## config.mk

```make
export PLATFORM = sky130hd
export DESIGN_NAME = seqpolar_flat
export DESIGN_NICKNAME = d
export VERILOG_FILES = /design/src/rtl/seqpolar_if.sv /design/src/rtl/seqpolar.sv /design/src/flat_wrapper.sv
export SDC_FILE = /design/constraint.sdc
export NUM_CORES = 1
export LEC_CHECK = 0
export BUFFER_PORTS_ARGS = -buffer_cell sky130_fd_sc_hd__buf_2
export CORE_ASPECT_RATIO = 0.75
export CORE_UTILIZATION = 35
export DETAILED_ROUTE_END_ITERATION = 8
export PLACE_DENSITY = 0.54
export SLEW_MARGIN = 0
export SYNTH_ARGS = -nofsm -noshare
export SYNTH_HDL_FRONTEND = slang
export SYNTH_SLANG_ARGS = --single-unit
```

## constraint.sdc

```tcl
create_clock -name i_clk -period 6.5 [get_ports i_clk]
set_input_delay 1.95 -clock i_clk [delete_from_list [all_inputs] [get_ports i_clk]]
set_output_delay 1.95 -clock i_clk [all_outputs]
set_load 0.01 [all_outputs]
```

## src/rtl/seqpolar_if.sv

```systemverilog
// Request/result bundle for the seqpolar rectangular-to-polar converter.
// The master side issues requests; the slave side (the converter) returns results.
interface seqpolar_if;
    logic               i_stb;
    logic signed [15:0] i_xval;
    logic signed [15:0] i_yval;
    logic               o_busy;
    logic               o_done;
    logic [17:0]        o_mag;
    logic [31:0]        o_phase;

    modport master (
        output i_stb, i_xval, i_yval,
        input  o_busy, o_done, o_mag, o_phase
    );

    modport slave (
        input  i_stb, i_xval, i_yval,
        output o_busy, o_done, o_mag, o_phase
    );
endinterface

```

## src/rtl/seqpolar.sv

```systemverilog
// Sequential CORDIC vectoring engine: one iteration per clock, (x, y) -> (magnitude, phase).
// Define SEQPOLAR_GAIN_COMP_EN to scale out the CORDIC gain (adds one cycle of latency).
module seqpolar (
    input  logic      i_clk,
    input  logic      i_reset,
    seqpolar_if.slave bus
);
    localparam int IW      = 16;
    localparam int WW      = 22;
    localparam int PW      = 32;
    localparam int NSTAGES = 20;
    localparam int MW      = 18;

    localparam logic [PW-1:0] PH_90  = 32'h4000_0000;
    localparam logic [PW-1:0] PH_270 = 32'hC000_0000;
`ifdef SEQPOLAR_GAIN_COMP_EN
    localparam logic [31:0]   GAIN_INV = 32'h9B74_EDA8;
`endif

    typedef enum logic [2:0] {
        ST_IDLE,
        ST_PRE,
        ST_RUN,
        ST_GAIN,
        ST_OUT
    } state_t;

    // Sign + 2 guard bits above the input, 3 fraction bits below it.
    function automatic logic signed [WW-1:0] expand(input logic signed [IW-1:0] v);
        return {{(WW-IW-3){v[IW-1]}}, v, 3'b000};
    endfunction

    function automatic logic [PW-1:0] angle(input logic [4:0] k);
        case (k)
            5'd0:    return 32'h2000_0000;
            5'd1:    return 32'h12E4_051D;
            5'd2:    return 32'h09FB_385B;
            5'd3:    return 32'h0511_11D4;
            5'd4:    return 32'h028B_0D43;
            5'd5:    return 32'h0145_D7E1;
            5'd6:    return 32'h00A2_F61E;
            5'd7:    return 32'h0051_7C55;
            5'd8:    return 32'h0028_BE53;
            5'd9:    return 32'h0014_5F2E;
            5'd10:   return 32'h000A_2F98;
            5'd11:   return 32'h0005_17CC;
            5'd12:   return 32'h0002_8BE6;
            5'd13:   return 32'h0001_45F3;
            5'd14:   return 32'h0000_A2F9;
            5'd15:   return 32'h0000_517C;
            5'd16:   return 32'h0000_28BE;
            5'd17:   return 32'h0000_145F;
            5'd18:   return 32'h0000_0A2F;
            5'd19:   return 32'h0000_0517;
            default: return '0;
        endcase
    endfunction

    // Round-half-to-even on the 3 fraction bits; saturate rather than wrap.
    function automatic logic [MW-1:0] round_mag(input logic signed [WW-1:0] v);
        logic [WW-4:0] whole;
        logic [WW-4:0] sum;
        logic          up;
        whole = v[WW-1:3];
        up    = v[2] & (v[1] | v[0] | v[3]);
        sum   = whole + {{(WW-4){1'b0}}, up};
        return sum[WW-4] ? '1 : sum[MW-1:0];
    endfunction

    state_t               state_q, state_d;
    logic [4:0]           cnt_q, cnt_d;
    logic signed [WW-1:0] x_q, x_d;
    logic signed [WW-1:0] y_q, y_d;
    logic [PW-1:0]        ph_q, ph_d;
    logic                 zero_q, zero_d;
    logic                 done_q, done_d;
    logic [MW-1:0]        mag_q, mag_d;
    logic [PW-1:0]        phase_q, phase_d;
    logic signed [WW-1:0] x_sh, y_sh;

    always_comb begin
        // NOTE: every signal gets a default first so no path leaves one unassigned (no latches).
        state_d = state_q;
        cnt_d   = cnt_q;
        x_d     = x_q;
        y_d     = y_q;
        ph_d    = ph_q;
        zero_d  = zero_q;
        done_d  = 1'b0;
        mag_d   = mag_q;
        phase_d = phase_q;
        x_sh    = x_q >>> cnt_q;
        y_sh    = y_q >>> cnt_q;

        case (state_q)
            ST_IDLE: begin
                cnt_d = '0;
                if (bus.i_stb) begin
                    x_d     = expand(bus.i_xval);
                    y_d     = expand(bus.i_yval);
                    zero_d  = (bus.i_xval == '0) && (bus.i_yval == '0);
                    state_d = ST_PRE;
                end
            end
            ST_PRE: begin
                if (!x_q[WW-1]) begin
                    ph_d = '0;
                end else if (!y_q[WW-1]) begin
                    x_d  = y_q;
                    y_d  = -x_q;
                    ph_d = PH_90;
                end else begin
                    x_d  = -y_q;
                    y_d  = x_q;
                    ph_d = PH_270;
                end
                state_d = ST_RUN;
            end
            ST_RUN: begin
                // Both updates use the pre-iteration x and y.
                if (!y_q[WW-1]) begin
                    x_d  = x_q + y_sh;
                    y_d  = y_q - x_sh;
                    ph_d = ph_q + angle(cnt_q);
                end else begin
                    x_d  = x_q - y_sh;
                    y_d  = y_q + x_sh;
                    ph_d = ph_q - angle(cnt_q);
                end
                if (cnt_q == 5'(NSTAGES - 1)) begin
                    cnt_d = '0;
`ifdef SEQPOLAR_GAIN_COMP_EN
                    state_d = ST_GAIN;
`else
                    state_d = ST_OUT;
`endif
                end else begin
                    cnt_d = cnt_q + 5'd1;
                end
            end
`ifdef SEQPOLAR_GAIN_COMP_EN
            ST_GAIN: begin
                x_d     = WW'(({{PW{1'b0}}, x_q} * {{WW{1'b0}}, GAIN_INV}) >> 32);
                state_d = ST_OUT;
            end
`endif
            ST_OUT: begin
                mag_d   = zero_q ? '0 : round_mag(x_q);
                phase_d = zero_q ? '0 : ph_q;
                done_d  = 1'b1;
                state_d = ST_IDLE;
            end
            default: state_d = ST_IDLE;
        endcase
    end

    always_ff @(posedge i_clk) begin
        // NOTE: state registers use non-blocking assignments so all flops update together.
        if (i_reset) begin
            state_q <= ST_IDLE;
            cnt_q   <= '0;
            x_q     <= '0;
            y_q     <= '0;
            ph_q    <= '0;
            zero_q  <= 1'b0;
            done_q  <= 1'b0;
            mag_q   <= '0;
            phase_q <= '0;
        end else begin
            state_q <= state_d;
            cnt_q   <= cnt_d;
            x_q     <= x_d;
            y_q     <= y_d;
            ph_q    <= ph_d;
            zero_q  <= zero_d;
            done_q  <= done_d;
            mag_q   <= mag_d;
            phase_q <= phase_d;
        end
    end

    assign bus.o_busy  = (state_q != ST_IDLE);
    assign bus.o_done  = done_q;
    assign bus.o_mag   = mag_q;
    assign bus.o_phase = phase_q;
endmodule
```

## src/flat_wrapper.sv

```systemverilog
// flat-port wrapper written by rule: the top's interface ports become plain ports
module seqpolar_flat 
  (i_clk, i_reset, bus_i_stb, bus_i_xval, bus_i_yval, bus_o_busy, bus_o_done, bus_o_mag, bus_o_phase);
  seqpolar_if bus_i ();
  input  logic i_clk;
  input  logic i_reset;
  input wire logic [$bits(bus_i.i_stb)-1:0] bus_i_stb;
  input wire logic [$bits(bus_i.i_xval)-1:0] bus_i_xval;
  input wire logic [$bits(bus_i.i_yval)-1:0] bus_i_yval;
  output wire logic [$bits(bus_i.o_busy)-1:0] bus_o_busy;
  output wire logic [$bits(bus_i.o_done)-1:0] bus_o_done;
  output wire logic [$bits(bus_i.o_mag)-1:0] bus_o_mag;
  output wire logic [$bits(bus_i.o_phase)-1:0] bus_o_phase;
  assign bus_i.i_stb = bus_i_stb;
  assign bus_i.i_xval = bus_i_xval;
  assign bus_i.i_yval = bus_i_yval;
  assign bus_o_busy = bus_i.o_busy;
  assign bus_o_done = bus_i.o_done;
  assign bus_o_mag = bus_i.o_mag;
  assign bus_o_phase = bus_i.o_phase;
  seqpolar u_core (.i_clk(i_clk), .i_reset(i_reset), .bus(bus_i));
endmodule
```

==> results of run 1 <==
synthesized netlist by cell type (all sizes together), types with 9 or more instances:
library cell    n
ha             92
o22ai          24
o21bai         10
a22oi          31
o21a           16
nand2b         15
nand2         165
a21o           25
or3            11
o221ai          9
or2             9
mux2i          39
o211ai         14
nand3          38
a31oi          29
o31ai          16
nor3b          36
o21ai         109
nand4           9
buf            34
mux4           39
and2           15
nor4           23
and3           21
dfxtp         166
mux2           14
a21oi         210
xnor2         108
inv            55
nor2b          15
xor2           60
nor3           69
a211oi         31
clkbuf        126
a221oi         22
nor2          252
stage by stage:
step           area [um2]  util [%]
2_1_floorplan       15600         -
3_3_place_gp        16700      38.2
3_5_place_dp        16700      38.2
4_1_cts             17300      39.6
5_1_grt             17300      39.6
6_report            17300      39.6
layer usage:
| metal | global-route usage (%) | up-vias | share of wire, % |
|---|---|---|---|
| li1 | - | 7567 | - |
| met4 | 6.78 | 2 | 1.9 |
| met1 | 40.4 | 7752 | 48 |
| met2 | 35.5 | 794 | 38 |
| met3 | 8.04 | 72 | 11 |
| met5 | 0 | - | 0.018 |
kinds of logic (layout without fill, tap and decap cells):
kind of cell | count (synthesis) | after routing | synth area share, %
XOR/XNOR | 168 | 168 | 9.41
other | 0 | 3 | 0
flip-flops | 166 | 166 | 21.2
AO/OA/AOI/OAI | 627 | 627 | 25.7
AND/OR/NAND/NOR | 697 | 697 | 21.2
buffers and inverters | 219 | 243 | 5.61
multiplexers | 92 | 92 | 9.17
adder cells (fa/ha/maj) | 95 | 95 | 7.74
what timing repair did:
action	in CTS	in global routing
setup buffers	0	0
gates resized for setup	0	5
setup endpoints to repair	0	4
how the worst max path moves through the flow:
stage                     endpoint  slack [ps]  cells after the start
global placement    u_core.x_q[20]         460                     18
CTS                 u_core.y_q[18]         390                     21
finish              u_core.x_q[20]         590                     18
detailed placement  u_core.y_q[18]         410                     21
floorplan           u_core.x_q[20]        1250                     22
global route        u_core.x_q[20]         160                     19
power by group through the flow:
stage | combinational (mW) | sequential (mW) | clock [mW]
final | 2.47 | 1.22 | 1.07
after global routing | 2.69 | 1.23 | 1.13
after CTS | 2.41 | 1.21 | 1.09
after detailed placement | 2.39 | 1.24 | 0
after global placement | 2.37 | 1.24 | 0
after floorplan | 1.83 | 1.14 | 0
worst max-delay path, cell delays in order (launching register included):
cell                       delay (ps)
sky130_fd_sc_hd__dfxtp_4          640
sky130_fd_sc_hd__mux4_2           590
sky130_fd_sc_hd__mux2i_1          250
sky130_fd_sc_hd__a221o_1          280
sky130_fd_sc_hd__o211ai_1         120
sky130_fd_sc_hd__or3_1            480
sky130_fd_sc_hd__nor2_2           240
sky130_fd_sc_hd__a31oi_1          170
sky130_fd_sc_hd__mux2_2           260
sky130_fd_sc_hd__o311ai_0         120
sky130_fd_sc_hd__ha_1             380
sky130_fd_sc_hd__a21o_1           220
sky130_fd_sc_hd__a21o_1           170
sky130_fd_sc_hd__a211o_1          320
sky130_fd_sc_hd__o41ai_1          440
sky130_fd_sc_hd__o21ai_0          300
sky130_fd_sc_hd__o41ai_1          400
sky130_fd_sc_hd__nor4_1            80
sky130_fd_sc_hd__a211o_1          310
cell type report:
cell class	instances	area (um2)	area share (%)
Inverter	59	221	1.28
Timing Repair Buffer	152	932	5.38
Antenna cell	3	7.51	0.0434
Clock inverter	15	181	1.05
Multi-Input combinational cell	1679	11500	66.3
Tap cell	578	723	4.18
Clock buffer	17	425	2.46
Sequential cell	166	3340	19.3
==> summary by stage, run 1 <==
STA
At the pin with the least slew margin, the transition time is 1130 ps. The relative slew slack is 24.2%. The number of failing setup endpoints in the final timing report is 0. For the final routed database, the setup TNS stands at 0 ps. Setup slack on the critical path of the routed design comes to 594 ps.

The hold slack is 483 ps. Between clock sinks in the finished design, the worst skew comes to 12.9 ps. The number of slew-limit violations in the final report came to 0.

Based on the critical path, the design can be clocked at up to 169 MHz. The count of endpoints failing hold in the final timing report is 0. The post-route minimum period is 5910 ps.

The worst path uses 90.9% of the clock period. Setup repair after global routing left no endpoint under its margin.

Setup path
The critical path class is flop to flop. The launch point of the worst reg-to-reg path is u_core.cnt_q[0]. The worst register-to-register path has a depth of 18. The kind of end point of the critical path is a flop. The arrival time at the worst endpoint is 6270 ps. In this run the worst setup path begins at u_core.cnt_q[0].

STA puts the critical path data required time at 6860 ps. The minimum setup slack among reg-to-reg paths is 590 ps. The sort of element at the start of the critical path is a flop. In this run the worst path has a maximum fanout of 28. The endpoint identified for the worst register-to-register timing path is u_core.x_q[20].

Place
OpenSTA, run right after detailed placement, puts the worst setup slack at 415 ps. The final RePlAce weighted congestion is 0.955. The number of placed instances, taps included is 2634.

The HPWL after detailed placement is 46.5 mm. Input and output buffers added on the ports amount to 86.

Logic synthesis
The number of synthesized register bits is 166. Yosys attributes the largest share of cell area to sky130_fd_sc_hd__dfxtp_1, sky130_fd_sc_hd__ha_1, sky130_fd_sc_hd__a21oi_1. Sequential elements use 21.2% of the synthesized area. Counting every net in the synthesized netlist gives 2194.

After synthesis, the share of flip-flops with an asynchronous set or reset is 0%. After synthesis, the largest area contributor takes up 21.2% of total cell area. The number of warnings issued by yosys is 0.

The synthesized netlist cell count is 2064. Summing every instance area after synthesis gives 15600 um2. In this run the mean area of a mapped cell was 7.58 um2. For this run, the leading register cell type out of synthesis is sky130_fd_sc_hd__dfxtp_1. The number of enable-type register cells in the synthesized netlist is 0. The library cell with the largest summed area after synthesis is sky130_fd_sc_hd__dfxtp_1. The number of distinct library cells after synthesis is 82.

Pwr
Net switching is 45.8% of the power. The combinational fraction of design power is 51.8%. The share of total power dissipated in sequential elements is 25.7%. The share of total power in the clock network is 22.5%.

Across the VDD grid, the largest voltage drop is 213 uV. The design draws 4.77 mW. For this design the ratio of total power to cell area is 275 nW/um2.

The leakage power is 6.96 nW. The switching power is 2.18 mW. The internal portion of the total power is 2.59 mW.

Clock network
The source-to-sink clock delay at the later pin of the worst-skew pair is 470 ps. The total number of clock tree sinks is 166. The number of buffers added to fix hold violations after cts is 0. TritonCTS built the clock tree. The deepest level of the CTS H-tree is 4. The tree is rooted in a sky130_fd_sc_hd__clkbuf_16.

The number of buffers between clock root and the deepest sink is 2. Clock-pin slew was measured on the worst setup and hold paths at 80 ps. Buffers inserted during clock tree synthesis total 17.

Hold path
The worst hold path was traced through 2 stages. The destination of the worst hold path is u_core.ph_q[24]. The startpoint of the tightest hold check path is u_core.ph_q[24].

The tightest min-delay check is of the flop to flop type.

Layout
In the final design database the tool counted 2205 nets. Leaving out fill and tap cells, the most frequent cell in the layout is sky130_fd_sc_hd__nor2_1. The layout has 4492 filler cells. The count of cells in the finished layout, fillers not included, comes to 2669. The post-route netlist has 12.8% of its cells at a drive strength greater than 1.

From synthesis to final layout, the design area changed by 10.7%. The library cells used most frequently in the layout, excluding fill and tap cells, are sky130_fd_sc_hd__nor2_1, sky130_fd_sc_hd__a21oi_1, sky130_fd_sc_hd__nand2_1, sky130_fd_sc_hd__dfxtp_1, sky130_fd_sc_hd__xnor2_1.

Floorplan
The number of rows created at floorplan is 66. The area of the placeable core is 43700 um2. 87 I/O pins were placed. The die covers 45500 um2. The initial utilization of the core area, before any placement, comes to 35.8%. Measured along the y axis, the die boundary spans 185 um.

The die is 246 um wide.

Route
In this run the remaining antenna-violating nets after routing total 0. Dividing the detail-routed via count by the number of cells gives 6.06. The remaining design rule violation count is 0. After detailed routing, the total wire length is 60.9 mm. For this run, the detailed router's first-pass iteration total came to 6. The average wire per standard cell is 22.8 um. The detailed-route via count is 16187. The number of DRC markers in iteration 0 is 1791.

GRT
The via count of the first global-routing pass is 14644. The global-route usage over all layers is 26.7%. The leftover overflow at the end of global routing is 0. The first global-routing pass estimated 91.8 mm of wire. The number of antenna violations at the first check in global routing is 4. The largest net degree at the start of global routing is 89.

Job
The number of maximum-capacitance constraint violations is 0.

Status
The run finished with clean final reports.
Power figures use the tool's default switching activity.
==> inputs of run 2 (changes only) <==
--- a/config.mk
+++ b/config.mk
@@ -10,7 +10,7 @@
 export CORE_UTILIZATION = 35
 export DETAILED_ROUTE_END_ITERATION = 8
 export PLACE_DENSITY = 0.54
-export SLEW_MARGIN = 0
+export SLEW_MARGIN = 5
 export SYNTH_ARGS = -nofsm -noshare
 export SYNTH_HDL_FRONTEND = slang
 export SYNTH_SLANG_ARGS = --single-unit
==> constraint.sdc (replaced) <==
create_clock -name i_clk -period 7.2 [get_ports i_clk]
set_input_delay 2.16 -clock i_clk [delete_from_list [all_inputs] [get_ports i_clk]]
set_output_delay 2.16 -clock i_clk [all_outputs]
set_load 0.01 [all_outputs]
==> run 2 against run 1 <==
Cell area decreased by 1.4%. Clock-buffer cell count increased by 2. Clock power down 13%. Worst setup slack gained 110 ps. Critical endpoint unchanged. Largest cell class unchanged.
==> summary by stage, run 2 (synthesis results as in run 1) <==
Status
The run finished with clean final reports.

Setup path
The master of the slowest instance on the critical path is sky130_fd_sc_hd__dfxtp_2. STA puts the critical path data arrival time at 6850 ps. STA classifies the critical path endpoint as a flop. For this run, the slowest stage of the critical path takes 730 ps. The critical path goes through buf_12, mux4_2, mux2_2, a221oi_1, ha_1, inv_1, nor2_2, a31oi_1, mux2_2, o311ai_0, ha_1, a21o_1, a21o_1, a211o_1, o41ai_1, o21ai_0, o41ai_1, nor4_1, a211o_1. The sort of element at the start of the critical path is a flop. The kind of cell adding the most delay to the critical path is compound AO/OA/AOI/OAI gates. The required time reported for the critical path endpoint is 7560 ps. The critical path class is flop to flop.

The critical path contains buffers and inverters numbering 2 combined. The maximum fanout along the worst path is 43.

STA
For the final database, setup skew stands at 19.2 ps. The count of endpoints failing hold in the final timing report is 0. For this run, the top clock speed supported by timing is 154 MHz.

The fraction of the cycle the final worst path needs is 90.2%. The worst path in the final design needs a cycle of 6500 ps, including I/O delays and setup. The number of slew-limit violations in the final report came to 0. The slack of the critical path is 704 ps.

The relative slew slack is 20.5%. Setup total negative slack on the finished layout was measured at 0 ps. Setup repair after global routing left no endpoint under its margin. The number of failing setup endpoints in the final timing report is 0. At the pin with the least slew margin, the transition time is 1190 ps. On the final layout, the worst hold slack is 485 ps.

Layout
Counting the fill cells in the layout gives 4484. The multi-input logic area is 11500 um2. The area growth from synthesis to layout is 9.18%. The total area of sequential cells is 3330 um2.

Leaving out fill and tap cells, the most frequent cell in the layout is sky130_fd_sc_hd__nor2_1. The library cells used most frequently in the layout, excluding fill and tap cells, are sky130_fd_sc_hd__nor2_1, sky130_fd_sc_hd__a21oi_1, sky130_fd_sc_hd__nand2_1, sky130_fd_sc_hd__dfxtp_1. The fraction of final layout cells sized beyond drive strength 1 is 11.6%. The total number of nets in the final design is 2179.

Floorplan
The area of the placeable core is 43700 um2. For this design the top-level I/O count stands at 87. The initial cell density of the core is 35.8%.

The die covers 45500 um2. The height of the die is 185 um. The initialized floorplan defines 66 standard-cell rows.

The floorplan step set the die width to 246 um.

Clock network
The number of buffers added to fix hold violations after cts is 0. The total of cells resized after clock tree synthesis is 0. Counting every sink on the clock net gives 166. The deepest level of the CTS H-tree is 4. The CTS clock-pin slew for the worst setup and hold paths is 70 ps.

CTS placed an instance of sky130_fd_sc_hd__clkbuf_16 at the clock tree root. The TritonCTS clock tree is yes. The number of post-CTS setup repair buffers is 0. Counting the buffers created by CTS gives 17.

At the later pin of the worst-skew pair, clock insertion delay measures 470 ps. The number of buffers between clock root and the deepest sink is 2.

Pwr
The cell area power density is 247 nW/um2. The leakage power is 6.82 nW. The worst ir drop on vdd is 170 uV.

GRT
The met1 capacity usage during global routing is 39.3%. The number of antenna violations at the first check in global routing is 4. For this run, the total global-route usage over all layers was measured as 26.0%. The highest-utilization routing layer at the global route stage is met1. Entering global routing, the biggest net connects 89 pins. The leftover overflow at the end of global routing is 0. The via count of the first global-routing pass came to 14363.

In the global route stage, met3 resource usage came out at 7.95%. The wire length of the first global-routing pass is 89.9 mm. The met2 track demand over resource in global routing is 35.0%.

Place
Buffers placed on the I/O ports in this run total 86. The worst setup slack after placement is 793 ps. Once detailed placement completed, the half-perimeter wirelength came to 44.9 mm. The final RePlAce weighted congestion is 0.969.

Route
The detailed-route via count is 16054. In the final routed layout, each cell accounts on average for 22.5 um. The total iterations of the first detailed-routing run is 5. The remaining design rule violation count is 0. The number of DRC markers in iteration 0 is 1945. The overall routed net length is 59.5 mm. Dividing the detail-routed via count by the number of cells gives 6.08. The number of nets still failing antenna checks after routing is 0.

Hold path
The tightest min-delay check is of the flop to flop type.

Job
The tool flagged a number of max-cap violations equal to 0.
[run 2: cell types whose count changed in the layout (fill, tap and decap cells not counted), sizes merged]
cell | before | now
buf | 152 | 126
bufinv | 0 | 1
clkbuf | 17 | 19
clkinv | 9 | 7
diode | 3 | 1
inv | 63 | 62
[run 2: through the flow]
step	cell area (um2)	std cells	utilization, %	power [mW]
global placement	16500	2608	37.8	3.21
floorplan	15600	2064	-	2.67
CTS	17100	2640	39.1	4.18
detailed placement	16500	2608	37.8	3.23
global route	17100	2640	39.1	4.48
finish	17100	2641	39.1	4.22
[run 2: final timing paths]
path	depth (start not counted)	to	slack, ps	from
max reg2reg	19	u_core.x_q[20]	700	u_core.cnt_q[1]
max	19	u_core.x_q[20]	700	u_core.cnt_q[1]
min	2	u_core.ph_q[24]	480	u_core.ph_q[24]
min reg2reg	2	u_core.ph_q[24]	480	u_core.ph_q[24]
[run 2: worst register-to-register path: cells and delay by family, from the launching register on]
kind / cells / cell delay (ps)
AO/OA/AOI/OAI: 10 / 3130
AND/OR/NAND/NOR: 2 / 340
buffers and inverters: 2 / 410
adder cells (fa/ha/maj): 2 / 690
flip-flops: 1 / 730
multiplexers: 3 / 1120
[run 2: area by class of cell]
class / count / area share (%)
antenna: 1 / 0.0147
clock buffer: 19 / 2.54
clock inverter: 13 / 0.813
inverter: 59 / 1.30
multi-input combinational: 1679 / 67.2
sequential: 166 / 19.5
tap: 578 / 4.24
timing repair buffer: 126 / 4.37
[run 2: metal layers]
metal  wire, um  part of all wire [%]  up-vias
li1           -                     -     7528
met1      29600                    50     7717
met2      22900                    39      753
met3       6180                    10       52
met4        817                   1.4        4
met5         36                 0.060        -
[run 2: power breakdown]
group / leakage, nW / internal, mW / total, mW / switching, mW
sequential: 1.35 / 0.970 / 1.13 / 0.161
clock: 0.276 / 0.488 / 0.935 / 0.447
combinational: 5.19 / 0.873 / 2.15 / 1.28
